$ cat src/rtl/vga_timing_gen.sv
// vga_timing_gen: parametrised raster timing generator with sync, data-enable, blanking, frame/line strobes and line prefetch
module vga_timing_gen #(
  parameter int   CW       = 10,
  parameter int   HACT     = 640,
  parameter int   HFP      = 16,
  parameter int   HSW      = 96,
  parameter int   HBP      = 48,
  parameter int   VACT     = 480,
  parameter int   VFP      = 10,
  parameter int   VSW      = 2,
  parameter int   VBP      = 33,
  parameter logic HS_POL   = 1'b0,
  parameter logic VS_POL   = 1'b0,
  parameter int   PREFETCH = 8
) (
  input  logic          pck,
  input  logic          rst,
  input  logic          ce,
  output logic [CW-1:0] hcnt,
  output logic [CW-1:0] vcnt,
  output logic          vga_hs,
  output logic          vga_vs,
  output logic          de,
  output logic          vblank,
  output logic          frame_start,
  output logic          line_req,
  output logic [CW-1:0] req_y
);
  localparam int HTOTAL = HACT + HFP + HSW + HBP;
  localparam int VTOTAL = VACT + VFP + VSW + VBP;
  localparam logic [CW-1:0] H_LAST = CW'(HTOTAL - 1);
  localparam logic [CW-1:0] V_LAST = CW'(VTOTAL - 1);
  localparam logic [CW-1:0] H_ACT  = CW'(HACT);
  localparam logic [CW-1:0] V_ACT  = CW'(VACT);
  localparam logic [CW-1:0] HS_BEG = CW'(HACT + HFP);
  localparam logic [CW-1:0] HS_END = CW'(HACT + HFP + HSW - 1);
  localparam logic [CW-1:0] VS_BEG = CW'(VACT + VFP);
  localparam logic [CW-1:0] VS_END = CW'(VACT + VFP + VSW - 1);
  localparam logic [CW-1:0] H_REQ  = CW'(HTOTAL - PREFETCH);

  if (HTOTAL > (1 << CW) || VTOTAL > (1 << CW) || PREFETCH < 1 || PREFETCH > HBP) begin : g_bad_params
    $error("vga_timing_gen: HTOTAL/VTOTAL exceed CW bits or PREFETCH outside 1..HBP");
  end

  logic [CW-1:0] hcnt_q, hcnt_d, vcnt_q, vcnt_d, req_y_q, req_y_d, next_y;
  logic          hs_q, hs_d, vs_q, vs_d, de_q, de_d, vblank_q, vblank_d;
  logic          fs_q, fs_d, lr_q, lr_d;

  // Levels and strobe conditions come from the next counter values so they line up with hcnt/vcnt
  always_comb begin
    hcnt_d   = !ce ? hcnt_q : (hcnt_q == H_LAST) ? '0 : hcnt_q + 1'b1;
    vcnt_d   = (!ce || hcnt_q != H_LAST) ? vcnt_q : (vcnt_q == V_LAST) ? '0 : vcnt_q + 1'b1;
    next_y   = (vcnt_d == V_LAST) ? '0 : vcnt_d + 1'b1;
    hs_d     = (hcnt_d >= HS_BEG && hcnt_d <= HS_END) ? HS_POL : ~HS_POL;
    vs_d     = (vcnt_d >= VS_BEG && vcnt_d <= VS_END) ? VS_POL : ~VS_POL;
    de_d     = hcnt_d < H_ACT && vcnt_d < V_ACT;
    vblank_d = vcnt_d >= V_ACT;
    fs_d     = hcnt_d == '0 && vcnt_d == '0;
    lr_d     = hcnt_d == H_REQ && next_y < V_ACT;
    req_y_d  = next_y;
  end

  always_ff @(posedge pck or negedge rst) begin
    if (!rst) begin
      hcnt_q   <= '0;
      vcnt_q   <= '0;
      hs_q     <= ~HS_POL;
      vs_q     <= ~VS_POL;
      de_q     <= 1'b1;
      vblank_q <= 1'b0;
      fs_q     <= 1'b1;
      lr_q     <= 1'b0;
      req_y_q  <= '0;
    end else begin
      hcnt_q   <= hcnt_d;
      vcnt_q   <= vcnt_d;
      hs_q     <= hs_d;
      vs_q     <= vs_d;
      de_q     <= de_d;
      vblank_q <= vblank_d;
      fs_q     <= fs_d;
      lr_q     <= lr_d;
      req_y_q  <= req_y_d;
    end
  end

  assign hcnt        = hcnt_q;
  assign vcnt        = vcnt_q;
  assign vga_hs      = hs_q;
  assign vga_vs      = vs_q;
  assign de          = de_q;
  assign vblank      = vblank_q;
  assign frame_start = fs_q & ce;
  assign line_req    = lr_q & ce;
  assign req_y       = req_y_q;
endmodule

$ cat config.mk
export PLATFORM = sky130hd
export DESIGN_NAME = vga_timing_gen
export DESIGN_NICKNAME = d
export VERILOG_FILES = /design/src/rtl/vga_timing_gen.sv
export SDC_FILE = /design/constraint.sdc
export NUM_CORES = 1
export LEC_CHECK = 0
export ABC_AREA = 1
export CORE_MARGIN = 5
export CORE_UTILIZATION = 54
export DETAILED_ROUTE_END_ITERATION = 10
export GPL_TIMING_DRIVEN = 1
export PLACE_DENSITY = 0.81
export SLEW_MARGIN = 40
export SYNTH_ARGS = -nofsm -noshare
export SYNTH_HDL_FRONTEND = slang
export SYNTH_SLANG_ARGS = --single-unit
$ cat constraint.sdc
create_clock -name pck -period 2.65 [get_ports pck]
set_input_delay 0.3975 -clock pck [delete_from_list [all_inputs] [get_ports pck]]
set_output_delay 0.3975 -clock pck [all_outputs]
set_load 0.005 [all_outputs]
==> reports/results.ini <==
[global_route]
grt_pass1_wl_um=9630
grt_pass1_vias=2133
antenna_found_initial=0
overflow=0
grt_max_degree=37
grtUsageTotal_pct=19.8

[layout]
areaGrowthSynthToFinish_pct=24.2
fin_util_pct=68.4
fin_area_um2=2940
fin_nets=373
drive_above_1_share_pct=17.8
antenna_cells=0
fin_cells=417
fill_cells=378

[placement]
portBuffers=38
dpl-instance-area_um2=2810
gp_congestion=0.889
placed_cells=409
post-place-ws_ns=0.0910
dp_hpwl_um=4280

[synthesis]
ys_warn_count=0
synth_compound_area_share_pct=4.65
synth_top_cell_area_share_pct=33.8
synthAdderAreaFrac_pct=3.17
netlist_area_um2=2370
yosysUniqueCellTypes=32
synth_area_leaders=dfrtp_1 (34%), nand2_1 (13%), inv_1 (6.5%), nor2_1 (5.7%), nand2_4 (5.2%)
ys_seq_area_share_pct=38.3
ys_seq_elements=36
yosys-top-cells-count=nand2_1 (83), inv_1 (41), nor2_1 (36)
synth_xor_xnor_area_share_pct=0.740
synth_simple_gate_area_share_pct=43.9
yosysMostFrequentCell=nand2_1
synth_ff_type=dfrtp_1
synth.largest_area_cell=dfrtp_1
synth_top_family_by_area=simple AND/OR/NAND/NOR gates
syn-num-nets=327
postSynthAreaPerCell_um2=7.44
async_flop_share_pct=100
synthCells=318
muxShareOfSynthArea_pct=0
synth_edf_count=0

[worst_setup_path]
cp.required_ns=2.83
cp_slowest_cell=dfrtp_1
crit_type=flip-flop to flip-flop
arrival_ns=2.50
path_max_fanout=5
cp-end-kind=flip-flop
critPathBufInv=0
worstSetupStartpointType=flip-flop
slowest_delay_ns=0.39
crit_family=simple AND/OR/NAND/NOR gates
path_cells=ha_1 -> nand2_1 -> nor2_4 -> nand3_4 -> nor2_8 -> nand2_1 -> nand2_2 -> ha_1 -> nand3_1 -> nor2_4 -> nand3_1 -> nand2_1 -> nand3_1 -> nor2_1 -> nor2_1

[cts]
numCtsBuffers=5
ctsResizeCount=0
hold_buffers=0
cts.clk_slew.worst_paths_ns=0.07
ctsRootBufferMaster=clkbuf_8
post_cts_buffers=0
numClockSinks=36
tritoncts=built
insertion_delay_ns=0.28
clockBufferDepth=2
htreeDepth=2

[die]
die_x_um=76.2
core-area_um2=4290
io_pins=39
num_rows=24
die_area_um2=5810
die_y_um=76.2
start_util_pct=55.1

[routing]
vias=2106
antenna_left=0
drtPass1Iterations=4
drt-initial-drc-count=108
drt_wl_total_um=5440
route.detailed.drc=0
wire_per_inst_um=13.1
via_per_inst=5.05

[timing]
period_share_pct=87.6
drv_slew=0
fin_worst_skew_ns=0.00491
fmaxAchievable_ghz=0.431
fin_crit_ns=2.32
worstMarginPinSlew_ns=0.447
setup_tns_ns=0
setup_viol=0
finalHoldViolations=0
relSlewSlack_pct=70.2
fin_ws_ns=0.330
rsz0062_at_grt=false

[power_and_ir_drop]
ir_drop_mv=0.397
leakage_nw=1.47
power-per-cell-area_nw_per_um2=629

[hold_path]
hp-class=input port to async pin

[outcome]
outcome=completed

[job]
max_cap_viol_count=0

-- worst reg2reg max path, cell delays in order (launching register included) --
cell	delay, ns
dfrtp_1	0.39
ha_1	0.18
nand2_1	0.13
nor2_4	0.20
nand3_4	0.13
nor2_8	0.13
nand2_1	0.07
nand2_2	0.11
ha_1	0.20
nand3_1	0.13
nor2_4	0.16
nand3_1	0.08
nand2_1	0.09
nand3_1	0.06
nor2_1	0.12
nor2_1	0.05
-- cell usage in the layout, fill, tap and decap left out, types with 2 or more instances in the layout --
master           Yosys  layout
inv_2               10      10
nand2_1             83      83
ha_1                 6       6
nand2_2              7       7
nor2_4               4       4
dfstp_2              4       4
nand3_1             24      24
nor2_2               7       7
buf_4                0       5
a21oi_1              7       7
nand4_1              8       8
o21ai_0             10      10
o21ai_1              2       2
xor2_1               2       2
nor2_1              36      36
nor3_1               7       7
nand3_2              3       3
nand2_4             11      11
inv_1               41      41
dfrtp_1             32      32
clkbuf_8             0       7
clkdlybuf4s50_1      0      37
-- sequential cells by signal (all words and copies together) (netlist names) --
signal,cells
req_y,10
vga_vs,1
lr_q,1
vga_hs,1
fs_q,1
de,1
vblank,1
vcnt,10
hcnt,10
-- logic make-up after synthesis --
kind of cell,count (synthesis)
buf+inv,54
flops,36
fa+ha+maj,6
xor+xnor,2
compound gates,21
simple gates,199
-- routing by layer --
layer | GRT usage, % | part of all wire (%) | vias to the layer above | routed length (um)
met5 | 0 | 0 | - | 0
met4 | 6.99 | 1.2 | 0 | 67
met3 | 4.85 | 4.6 | 7 | 252
met2 | 33.7 | 49 | 48 | 2680
met1 | 24.4 | 45 | 967 | 2450
li1 | - | - | 1084 | -
-- where the power goes --
part	leakage [nW]	internal, W	switching, W
Combinational	0.968	0.000261	0.000336
Clock	0.0645	0.000332	0.000186
Sequential	0.434	0.000637	0.0000973
Total	1.47	0.00123	0.000619
-- cell type report --
cell class | count | area, um^2 | area share, %
multi-input combinational | 228 | 1240 | 42.3
sequential | 36 | 906 | 30.8
timing repair buffer | 42 | 408 | 13.9
inverter | 51 | 191 | 6.51
clock buffer | 7 | 96.3 | 3.28
tap | 52 | 65.1 | 2.21
clock inverter | 1 | 30.0 | 1.02
-- stage by stage --
| stage | hold slack [ns] | total power (W) |
|---|---|---|
| 6_report | 0.0519 | 0.00185 |
| 5_1_grt | 0.0814 | 0.00199 |
| 4_1_cts | 0.216 | 0.00187 |
| 3_5_place_dp | 0.522 | 0.00134 |
| 3_3_place_gp | 0.519 | 0.00134 |
| 2_1_floorplan | 0.102 | 0.00107 |
-- path summary, 6_finish.rpt --
| check | cells after the start | from | slack (ns) | end |
|---|---|---|---|---|
| hold reg to reg | 2 | hcnt[1] | 0.57 | hcnt[1] |
| min in group pck | 2 | hcnt[1] | 0.57 | hcnt[1] |
| setup / recovery | 15 | hcnt[1] | 0.33 | lr_q |
| setup reg to reg | 15 | hcnt[1] | 0.33 | lr_q |
| max in group asynchronous | 1 | rst | 2.25 | vga_hs |
| hold / removal | 1 | rst | 0.05 | hcnt[1] |
Note: power is estimated with default switching activity, not from simulation.
